File: src/rtl/ex_mem_stage_pkg.sv
// Shared pipeline definitions: ALU control encodings, funct constants and the
// ALU-control decode helper used by the execute stage.
package ex_mem_stage_pkg;

  localparam int unsigned XLEN = 32;
  localparam int unsigned RLEN = 5;

  typedef enum logic [1:0] {
    ALUOP_ADD   = 2'b00,
    ALUOP_SUB   = 2'b01,
    ALUOP_FUNCT = 2'b10,
    ALUOP_OR    = 2'b11
  } aluop_e;

  typedef enum logic [5:0] {
    FUNCT_ADD = 6'b100000,
    FUNCT_SUB = 6'b100010,
    FUNCT_AND = 6'b100100,
    FUNCT_OR  = 6'b100101,
    FUNCT_SLT = 6'b101010
  } funct_e;

  typedef enum logic [2:0] {
    ALU_ADD,
    ALU_SUB,
    ALU_AND,
    ALU_OR,
    ALU_SLT
  } alu_op_e;

  // Unrecognised R-type funct codes fall back to add.
  function automatic alu_op_e decode_alu(input logic [1:0] aluop, input logic [5:0] funct);
    alu_op_e op;
    op = ALU_ADD;
    case (aluop)
      ALUOP_ADD: op = ALU_ADD;
      ALUOP_SUB: op = ALU_SUB;
      ALUOP_OR:  op = ALU_OR;
      default: begin
        case (funct)
          FUNCT_ADD: op = ALU_ADD;
          FUNCT_SUB: op = ALU_SUB;
          FUNCT_AND: op = ALU_AND;
          FUNCT_OR:  op = ALU_OR;
          FUNCT_SLT: op = ALU_SLT;
          default:   op = ALU_ADD;
        endcase
      end
    endcase
    return op;
  endfunction

endpackage

File: src/rtl/ex_mem_stage_if.sv
// EX/MEM boundary bundle: ID/EX-side inputs, stage controls and MEM-side outputs.
interface ex_mem_if;
  import ex_mem_stage_pkg::*;

  logic             EX_regdst, EX_alusrc, EX_memtoreg, EX_regwrite;
  logic             EX_memread, EX_memwrite, EX_branch;
  logic [1:0]       EX_aluop;
  logic [XLEN-1:0]  EX_PC;
  logic [RLEN-1:0]  EX_Rt, EX_Rd;
  logic [XLEN-1:0]  EX_readda1, EX_readda2;
  logic [XLEN-1:0]  EX_byte_offset_or_imm;
  logic             mem_stall, ext_flush;

  logic             MEM_memtoreg, MEM_regwrite, MEM_memread, MEM_memwrite;
  logic [XLEN-1:0]  MEM_aluresult, MEM_writedata;
  logic [RLEN-1:0]  MEM_writereg;
  logic             MEM_zero, MEM_branch_taken;
  logic [XLEN-1:0]  MEM_branch_target;

  modport master (
    output EX_regdst, EX_alusrc, EX_memtoreg, EX_regwrite, EX_memread, EX_memwrite,
           EX_branch, EX_aluop, EX_PC, EX_Rt, EX_Rd, EX_readda1, EX_readda2,
           EX_byte_offset_or_imm, mem_stall, ext_flush,
    input  MEM_memtoreg, MEM_regwrite, MEM_memread, MEM_memwrite, MEM_aluresult,
           MEM_writedata, MEM_writereg, MEM_zero, MEM_branch_taken, MEM_branch_target
  );

  modport slave (
    input  EX_regdst, EX_alusrc, EX_memtoreg, EX_regwrite, EX_memread, EX_memwrite,
           EX_branch, EX_aluop, EX_PC, EX_Rt, EX_Rd, EX_readda1, EX_readda2,
           EX_byte_offset_or_imm, mem_stall, ext_flush,
    output MEM_memtoreg, MEM_regwrite, MEM_memread, MEM_memwrite, MEM_aluresult,
           MEM_writedata, MEM_writereg, MEM_zero, MEM_branch_taken, MEM_branch_target
  );
endinterface

File: src/rtl/ex_mem_stage_alu_unit.sv
// Combinational ALU with its ALU-control decode; results wrap modulo 2^32.
module alu_unit
  import ex_mem_stage_pkg::*;
(
  input  logic [1:0]      aluop_i,
  input  logic [5:0]      funct_i,
  input  logic [XLEN-1:0] a_i,
  input  logic [XLEN-1:0] b_i,
  output logic [XLEN-1:0] result_o,
  output logic            zero_o
);
  alu_op_e op;
  logic    slt;

  always_comb begin
    op  = decode_alu(aluop_i, funct_i);
    slt = $signed(a_i) < $signed(b_i);
    result_o = '0;
    case (op)
      ALU_ADD: result_o = a_i + b_i;
      ALU_SUB: result_o = a_i - b_i;
      ALU_AND: result_o = a_i & b_i;
      ALU_OR:  result_o = a_i | b_i;
      ALU_SLT: result_o = {{(XLEN-1){1'b0}}, slt};
      default: result_o = a_i + b_i;
    endcase
    zero_o = (result_o == '0);
  end
endmodule

File: src/rtl/ex_mem_stage.sv
// EX/MEM pipeline stage: ALU, branch resolution and the EX/MEM register with
// stall hold and wrong-path squash of control bits.
module ex_mem_stage
  import ex_mem_stage_pkg::*;
(
  input logic   clk,
  input logic   rst,
  ex_mem_if.slave bus
);
  logic [XLEN-1:0] opb, alu_result;
  logic            alu_zero, squash;

  logic            memtoreg_d, regwrite_d, memread_d, memwrite_d, bt_d, zero_d;
  logic            memtoreg_q, regwrite_q, memread_q, memwrite_q, bt_q, zero_q;
  logic [XLEN-1:0] aluresult_d, writedata_d, target_d;
  logic [XLEN-1:0] aluresult_q, writedata_q, target_q;
  logic [RLEN-1:0] writereg_d, writereg_q;

  assign opb = bus.EX_alusrc ? bus.EX_byte_offset_or_imm : bus.EX_readda2;

  alu_unit u_alu (
    .aluop_i  (bus.EX_aluop),
    .funct_i  (bus.EX_byte_offset_or_imm[5:0]),
    .a_i      (bus.EX_readda1),
    .b_i      (opb),
    .result_o (alu_result),
    .zero_o   (alu_zero)
  );

  // A taken branch already in MEM means the instruction now in EX is wrong-path.
  always_comb begin
    squash      = bus.ext_flush | bt_q;
    memtoreg_d  = bus.EX_memtoreg & ~squash;
    regwrite_d  = bus.EX_regwrite & ~squash;
    memread_d   = bus.EX_memread  & ~squash;
    memwrite_d  = bus.EX_memwrite & ~squash;
    bt_d        = bus.EX_branch & alu_zero & ~squash;
    zero_d      = alu_zero;
    aluresult_d = alu_result;
    writedata_d = bus.EX_readda2;
    writereg_d  = bus.EX_regdst ? bus.EX_Rd : bus.EX_Rt;
    target_d    = bus.EX_PC + {bus.EX_byte_offset_or_imm[XLEN-3:0], 2'b00};
  end

  always_ff @(posedge clk or posedge rst) begin
    if (rst) begin
      memtoreg_q  <= 1'b0;
      regwrite_q  <= 1'b0;
      memread_q   <= 1'b0;
      memwrite_q  <= 1'b0;
      bt_q        <= 1'b0;
      zero_q      <= 1'b0;
      aluresult_q <= '0;
      writedata_q <= '0;
      writereg_q  <= '0;
      target_q    <= '0;
    end else if (!bus.mem_stall) begin
      memtoreg_q  <= memtoreg_d;
      regwrite_q  <= regwrite_d;
      memread_q   <= memread_d;
      memwrite_q  <= memwrite_d;
      bt_q        <= bt_d;
      zero_q      <= zero_d;
      aluresult_q <= aluresult_d;
      writedata_q <= writedata_d;
      writereg_q  <= writereg_d;
      target_q    <= target_d;
    end
  end

  assign bus.MEM_memtoreg      = memtoreg_q;
  assign bus.MEM_regwrite      = regwrite_q;
  assign bus.MEM_memread       = memread_q;
  assign bus.MEM_memwrite      = memwrite_q;
  assign bus.MEM_branch_taken  = bt_q;
  assign bus.MEM_zero          = zero_q;
  assign bus.MEM_aluresult     = aluresult_q;
  assign bus.MEM_writedata     = writedata_q;
  assign bus.MEM_writereg      = writereg_q;
  assign bus.MEM_branch_target = target_q;
endmodule
File: src/flat_wrapper.sv
// flat-port wrapper written by rule: the top's interface ports become plain ports
module ex_mem_stage_flat import ex_mem_stage_pkg::*;
  (clk, rst, bus_EX_regdst, bus_EX_alusrc, bus_EX_memtoreg, bus_EX_regwrite, bus_EX_memread, bus_EX_memwrite, bus_EX_branch, bus_EX_aluop, bus_EX_PC, bus_EX_Rt, bus_EX_Rd, bus_EX_readda1, bus_EX_readda2, bus_EX_byte_offset_or_imm, bus_mem_stall, bus_ext_flush, bus_MEM_memtoreg, bus_MEM_regwrite, bus_MEM_memread, bus_MEM_memwrite, bus_MEM_aluresult, bus_MEM_writedata, bus_MEM_writereg, bus_MEM_zero, bus_MEM_branch_taken, bus_MEM_branch_target);
  ex_mem_if bus_i ();
  input logic clk;
  input logic rst;
  input wire logic [$bits(bus_i.EX_regdst)-1:0] bus_EX_regdst;
  input wire logic [$bits(bus_i.EX_alusrc)-1:0] bus_EX_alusrc;
  input wire logic [$bits(bus_i.EX_memtoreg)-1:0] bus_EX_memtoreg;
  input wire logic [$bits(bus_i.EX_regwrite)-1:0] bus_EX_regwrite;
  input wire logic [$bits(bus_i.EX_memread)-1:0] bus_EX_memread;
  input wire logic [$bits(bus_i.EX_memwrite)-1:0] bus_EX_memwrite;
  input wire logic [$bits(bus_i.EX_branch)-1:0] bus_EX_branch;
  input wire logic [$bits(bus_i.EX_aluop)-1:0] bus_EX_aluop;
  input wire logic [$bits(bus_i.EX_PC)-1:0] bus_EX_PC;
  input wire logic [$bits(bus_i.EX_Rt)-1:0] bus_EX_Rt;
  input wire logic [$bits(bus_i.EX_Rd)-1:0] bus_EX_Rd;
  input wire logic [$bits(bus_i.EX_readda1)-1:0] bus_EX_readda1;
  input wire logic [$bits(bus_i.EX_readda2)-1:0] bus_EX_readda2;
  input wire logic [$bits(bus_i.EX_byte_offset_or_imm)-1:0] bus_EX_byte_offset_or_imm;
  input wire logic [$bits(bus_i.mem_stall)-1:0] bus_mem_stall;
  input wire logic [$bits(bus_i.ext_flush)-1:0] bus_ext_flush;
  output wire logic [$bits(bus_i.MEM_memtoreg)-1:0] bus_MEM_memtoreg;
  output wire logic [$bits(bus_i.MEM_regwrite)-1:0] bus_MEM_regwrite;
  output wire logic [$bits(bus_i.MEM_memread)-1:0] bus_MEM_memread;
  output wire logic [$bits(bus_i.MEM_memwrite)-1:0] bus_MEM_memwrite;
  output wire logic [$bits(bus_i.MEM_aluresult)-1:0] bus_MEM_aluresult;
  output wire logic [$bits(bus_i.MEM_writedata)-1:0] bus_MEM_writedata;
  output wire logic [$bits(bus_i.MEM_writereg)-1:0] bus_MEM_writereg;
  output wire logic [$bits(bus_i.MEM_zero)-1:0] bus_MEM_zero;
  output wire logic [$bits(bus_i.MEM_branch_taken)-1:0] bus_MEM_branch_taken;
  output wire logic [$bits(bus_i.MEM_branch_target)-1:0] bus_MEM_branch_target;
  assign bus_i.EX_regdst = bus_EX_regdst;
  assign bus_i.EX_alusrc = bus_EX_alusrc;
  assign bus_i.EX_memtoreg = bus_EX_memtoreg;
  assign bus_i.EX_regwrite = bus_EX_regwrite;
  assign bus_i.EX_memread = bus_EX_memread;
  assign bus_i.EX_memwrite = bus_EX_memwrite;
  assign bus_i.EX_branch = bus_EX_branch;
  assign bus_i.EX_aluop = bus_EX_aluop;
  assign bus_i.EX_PC = bus_EX_PC;
  assign bus_i.EX_Rt = bus_EX_Rt;
  assign bus_i.EX_Rd = bus_EX_Rd;
  assign bus_i.EX_readda1 = bus_EX_readda1;
  assign bus_i.EX_readda2 = bus_EX_readda2;
  assign bus_i.EX_byte_offset_or_imm = bus_EX_byte_offset_or_imm;
  assign bus_i.mem_stall = bus_mem_stall;
  assign bus_i.ext_flush = bus_ext_flush;
  assign bus_MEM_memtoreg = bus_i.MEM_memtoreg;
  assign bus_MEM_regwrite = bus_i.MEM_regwrite;
  assign bus_MEM_memread = bus_i.MEM_memread;
  assign bus_MEM_memwrite = bus_i.MEM_memwrite;
  assign bus_MEM_aluresult = bus_i.MEM_aluresult;
  assign bus_MEM_writedata = bus_i.MEM_writedata;
  assign bus_MEM_writereg = bus_i.MEM_writereg;
  assign bus_MEM_zero = bus_i.MEM_zero;
  assign bus_MEM_branch_taken = bus_i.MEM_branch_taken;
  assign bus_MEM_branch_target = bus_i.MEM_branch_target;
  ex_mem_stage u_core (.clk(clk), .rst(rst), .bus(bus_i));
endmodule
File: config.mk
export PLATFORM = sky130hd
export DESIGN_NAME = ex_mem_stage_flat
export DESIGN_NICKNAME = d
export VERILOG_FILES = /design/src/rtl/ex_mem_stage_pkg.sv /design/src/rtl/ex_mem_stage_if.sv /design/src/rtl/ex_mem_stage_alu_unit.sv /design/src/rtl/ex_mem_stage.sv /design/src/flat_wrapper.sv
export SDC_FILE = /design/constraint.sdc
export NUM_CORES = 1
export LEC_CHECK = 0
export ABC_AREA = 1
export CAP_MARGIN = 20
export CORE_MARGIN = 4
export CORE_UTILIZATION = 40
export CTS_BUF_LIST = sky130_fd_sc_hd__clkbuf_4 sky130_fd_sc_hd__clkbuf_8
export DETAILED_ROUTE_END_ITERATION = 16
export GPL_ROUTABILITY_DRIVEN = 0
export SETUP_SLACK_MARGIN = 0.1
export SYNTH_ARGS = -nofsm -noshare
export SYNTH_HDL_FRONTEND = slang
export SYNTH_HIERARCHICAL = 1
export SYNTH_SLANG_ARGS = --single-unit
File: constraint.sdc
create_clock -name clk -period 3.8 [get_ports clk]
set_clock_uncertainty 0.05 [all_clocks]
set_input_delay 0.38 -clock clk [delete_from_list [all_inputs] [get_ports clk]]
set_output_delay 0.38 -clock clk [all_outputs]
set_load 0.1 [all_outputs]
==> run_results.csv <==
group,metric,value,unit
clocking,cts_tree,"built",
synthesis,syn_nets,2624,
synthesis,synth_warnings,6,
detailed_routing,antenna_left,0,
floorplanning,floorplan.initialDensity,40.86,%
worst_setup_path,cp_data_required_time,4.07,ns
pwr,cell_internal_pwr,2.774,mW
timing,final.period_utilization,91.49,%
synthesis,synth-seq-cells,107,
timing,rsz0062_at_grt,"no",
timing,report.final.setup_viol,0,
placement,port_buffers,257,
detailed_routing,detailedRoute.firstIterationViolations,1415,
placement,dpl_cell_area,17460,sq um
floorplanning,die_footprint,36480,sq um
final_layout,share_of_cells_above_drive_strength_1,11.15,%
clocking,clk-insertion-delay-late,0.40,ns
pwr,power.density,342.5,nW/um^2
floorplanning,design.core.area,32780,sq um
detailed_routing,post_drt_via_cell_ratio,4.978,
global_route,grt_busiest_layer,"met2",
synthesis,synth_async_sr_flop_share,100.0,%
pwr,sequentialPowerShare,22.9,%
flow_run,drv.max_cap_violation_count,0,
pwr,clockPowerShare,11.7,%
synthesis,synth-edff-count,0,
worst_setup_path,worstSetupPathType,"input port to flop",
pwr,design_power_total,6.077,mW
synthesis,ys_seq_area_share,19.99,%
timing,finalHoldViolCount,0,
timing,slew-limit-headroom,28.15,%
synthesis,avgSynthCellArea,5.713,sq um
clocking,cts.clk_slew.worst_paths,0.11,ns
final_layout,post_route_design_area,17750,sq um
timing,max_slew_violations,0,
global_route,aggregate_global_route_resource_usage,28.53,%
clocking,clock_sinks,107,
pwr,reported_net_switching_power,3.303,mW
detailed_routing,remaining_drc_errors,0,
worst_setup_path,cp_data_arrival_time,3.75,ns
worst_setup_path,crit_path_end_kind,"flop",
floorplanning,placement_rows,66,
timing,timing.fmax,0.2876,GHz
worst_setup_path,critical_path_peak_fanout,4,
global_route,gr-usage-met3,4.985,%
detailed_routing,drt_pass1_iterations,6,
synthesis,synth.most_common_cell,"sky130_fd_sc_hd__nand2_1",
synthesis,ys_top_cells_by_area,"sky130_fd_sc_hd__nand2_1 (26%), sky130_fd_sc_hd__dfrtp_1 (20%), sky130_fd_sc_hd__inv_1 (13%), sky130_fd_sc_hd__ha_1 (12%), sky130_fd_sc_hd__nand3_1 (5.7%)",
timing,tmin_final,3.477,ns
clocking,cts_post_setup_buffers_inserted,0,
synthesis,postSynth.topFlopCell,"sky130_fd_sc_hd__dfrtp_1",
global_route,grt_pass1_vias,15190,
final_layout,nets,2991,
synthesis,yosys.cell_types.count,43,
pwr,fraction_of_power_spent_switching_nets,54.36,%
final_layout,synthToLayoutAreaGrowth,32.46,%
clocking,clk_path_buf_depth,2,
timing,tightest_slew,1.074,ns
clocking,cts_buffers,9,
detailed_routing,route.vias.total,15730,
detailed_routing,wirelength,53.23,mm
clocking,clock-root-buffer,"sky130_fd_sc_hd__clkbuf_8",
detailed_routing,detail_route.wl_per_cell,16.84,microns
placement,detailed_place_hpwl,44.79,mm
final_layout,layout.filler_cells,3455,
synthesis,netlist_area_pre_place,13400,sq um
worst_setup_path,startpoint_type,"input port",
final_layout,layout.area.seq,2678,sq um
synthesis,ys_top_cells_by_count,"sky130_fd_sc_hd__nand2_1 (916), sky130_fd_sc_hd__inv_1 (450), sky130_fd_sc_hd__nand3_1 (153)",
pwr,worst_ir_drop_vdd,0.0003075,V
global_route,gr-usage-met1,39.15,%
global_route,gr-usage-met2,46.33,%
clocking,h-tree-depth,3,
global_route,gr-total-overflow,0,
synthesis,cell_accounting_for_the_most_synthesized_area,"sky130_fd_sc_hd__nand2_1",
floorplanning,design.portCount,258,
final_layout,multi_input_comb_area,8705,sq um
global_route,antenna_violations_before_repair,3,
synthesis,synth.top_cell.area_share,25.67,%
synthesis,cell_count_after_synthesis,2345,
floorplanning,fp.dieH,191.0,microns
pwr,p_leak,10.01,nW
status,outcome,"finished clean",
floorplanning,floorplan.die.width,191.0,microns
global_route,grt_start_max_net_pins,85,
global_route,global_route_wire_length_before_repair,81.65,mm
pwr,combPwrFrac,65.4,%
hold_path,hold_path.class,"input port to async pin",
metal layers:
metal	up-vias	wire length [microns]
met5	-	30
met4	4	1491
met3	92	4193
met2	610	24060
met1	7189	23450
li1	7837	-
sequential cells by signal, indices dropped and copies added, names as in the netlist:
register,flops
u_core/bus.MEM_aluresult,32
u_core/bus.MEM_branch_target,32
u_core/bus.MEM_writedata,32
u_core/bus.MEM_writereg,5
u_core/bus.MEM_branch_taken,1
u_core/bus.MEM_memread,1
u_core/bus.MEM_memtoreg,1
u_core/bus.MEM_memwrite,1
u_core/bus.MEM_regwrite,1
u_core/bus.MEM_zero,1
final cells by class:
type / instances / share of cell area [%]
Tap cell: 442 / 3.116
Clock buffer: 10 / 0.7756
Clock inverter: 6 / 0.2609
Inverter: 469 / 9.934
Multi-Input combinational cell: 1704 / 49.05
Sequential cell: 107 / 15.09
Timing Repair Buffer: 421 / 21.76
Antenna cell: 1 / 0.01410
layout by cell type, fill, tap and decap left out, drive strengths merged:
cell             n
a21o             1
a21oi           75
a31oi            1
and2             3
and3             1
buf            165
clkbuf          11
clkdlybuf4s50  255
clkinv           1
clkinvlp         2
dfrtp          107
diode            1
fa               3
ha             125
inv            472
nand2          941
nand3          163
nand3b          14
nand4           25
nor2           175
nor3            16
nor3b            1
nor4             1
o2111ai          1
o211ai           3
o21ai           96
o21bai          10
o22ai           19
or2              6
xnor2            6
xor2            18
worst max-delay path: stages:
cell                              delay, ns
sky130_fd_sc_hd__clkdlybuf4s50_1       0.46
sky130_fd_sc_hd__inv_1                 0.06
sky130_fd_sc_hd__o21ai_0               0.28
sky130_fd_sc_hd__inv_1                 0.12
sky130_fd_sc_hd__ha_1                  0.35
sky130_fd_sc_hd__buf_4                 0.16
sky130_fd_sc_hd__nor2_2                0.16
sky130_fd_sc_hd__inv_1                 0.07
sky130_fd_sc_hd__nor2_1                0.18
sky130_fd_sc_hd__nand2_1               0.10
sky130_fd_sc_hd__inv_1                 0.06
sky130_fd_sc_hd__nand2_1               0.11
sky130_fd_sc_hd__nand2_2               0.15
sky130_fd_sc_hd__nand3_1               0.10
sky130_fd_sc_hd__nand2_1               0.07
sky130_fd_sc_hd__nand2_1               0.04
sky130_fd_sc_hd__nand3_1               0.10
sky130_fd_sc_hd__nand3_1               0.10
sky130_fd_sc_hd__nor3_2                0.14
sky130_fd_sc_hd__nand2_1               0.15
sky130_fd_sc_hd__nor2_4                0.17
sky130_fd_sc_hd__nand3_1               0.08
sky130_fd_sc_hd__o21ai_0               0.15
power by group through the flow:
stage	Combinational, mW	Clock [mW]	Sequential, mW
4_1_cts	3.92	0.731	1.40
3_3_place_gp	3.89	0	1.41
5_1_grt	4.24	0.780	1.41
3_5_place_dp	3.90	0	1.41
2_1_floorplan	1.39	0	2.58
6_report	3.97	0.711	1.39
per-stage QoR:
step / setup slack [ns] / setup TNS (ns) / cells / hold slack (ns) / utilization (%)
floorplan: 0.5528 / 0 / 2345 / 0.4396 / -
global placement: -0.3636 / -0.6210 / 3143 / 0.4120 / 53.26
detailed placement: -0.4100 / -0.6805 / 3143 / 0.4151 / 53.26
CTS: 0.1111 / 0 / 3159 / 0.3739 / 53.83
global route: 0.1059 / 0 / 3160 / 0.4084 / 54.13
finish: 0.3232 / 0 / 3160 / 0.3532 / 54.13
kinds of logic after synthesis:
kind of cell,after synthesis,synth area share (%)
AO/OA/AOI/OAI,206,8.424
XOR/XNOR,24,1.569
adder cells (fa/ha/maj),128,12.12
buffers and inverters,534,15.75
flip-flops,107,19.99
AND/OR/NAND/NOR,1346,42.15
path summary, 6_finish.rpt:
kind | from | to | slack (ns) | depth (start not counted)
worst max register to register | u_core/bus.MEM_branch_taken$_DFFE_PP0N_ | u_core/bus.MEM_branch_taken$_DFFE_PP0N_ | 2.66 | 3
worst max-delay path | bus_EX_readda2[12] | u_core/bus.MEM_branch_taken$_DFFE_PP0N_ | 0.32 | 23
worst min register to register | u_core/bus.MEM_aluresult[14]$_DFFE_PP0N_ | u_core/bus.MEM_aluresult[14]$_DFFE_PP0N_ | 0.44 | 2
max in group asynchronous | rst | u_core/bus.MEM_aluresult[14]$_DFFE_PP0N_ | 2.56 | 3
min in group clk | u_core/bus.MEM_aluresult[14]$_DFFE_PP0N_ | u_core/bus.MEM_aluresult[14]$_DFFE_PP0N_ | 0.44 | 2
worst min-delay path | rst | u_core/bus.MEM_writereg[1]$_DFFE_PP0N_ | 0.35 | 2
repair_timing:
item / CTS / global route
resized for setup: 3 / 45
hold buffers: 0 / 0
pin swaps: 0 / 1
endpoints found under the setup margin: 1 / 2
cloned: 0 / 0
No activity file was read; power rests on OpenSTA's default activity.
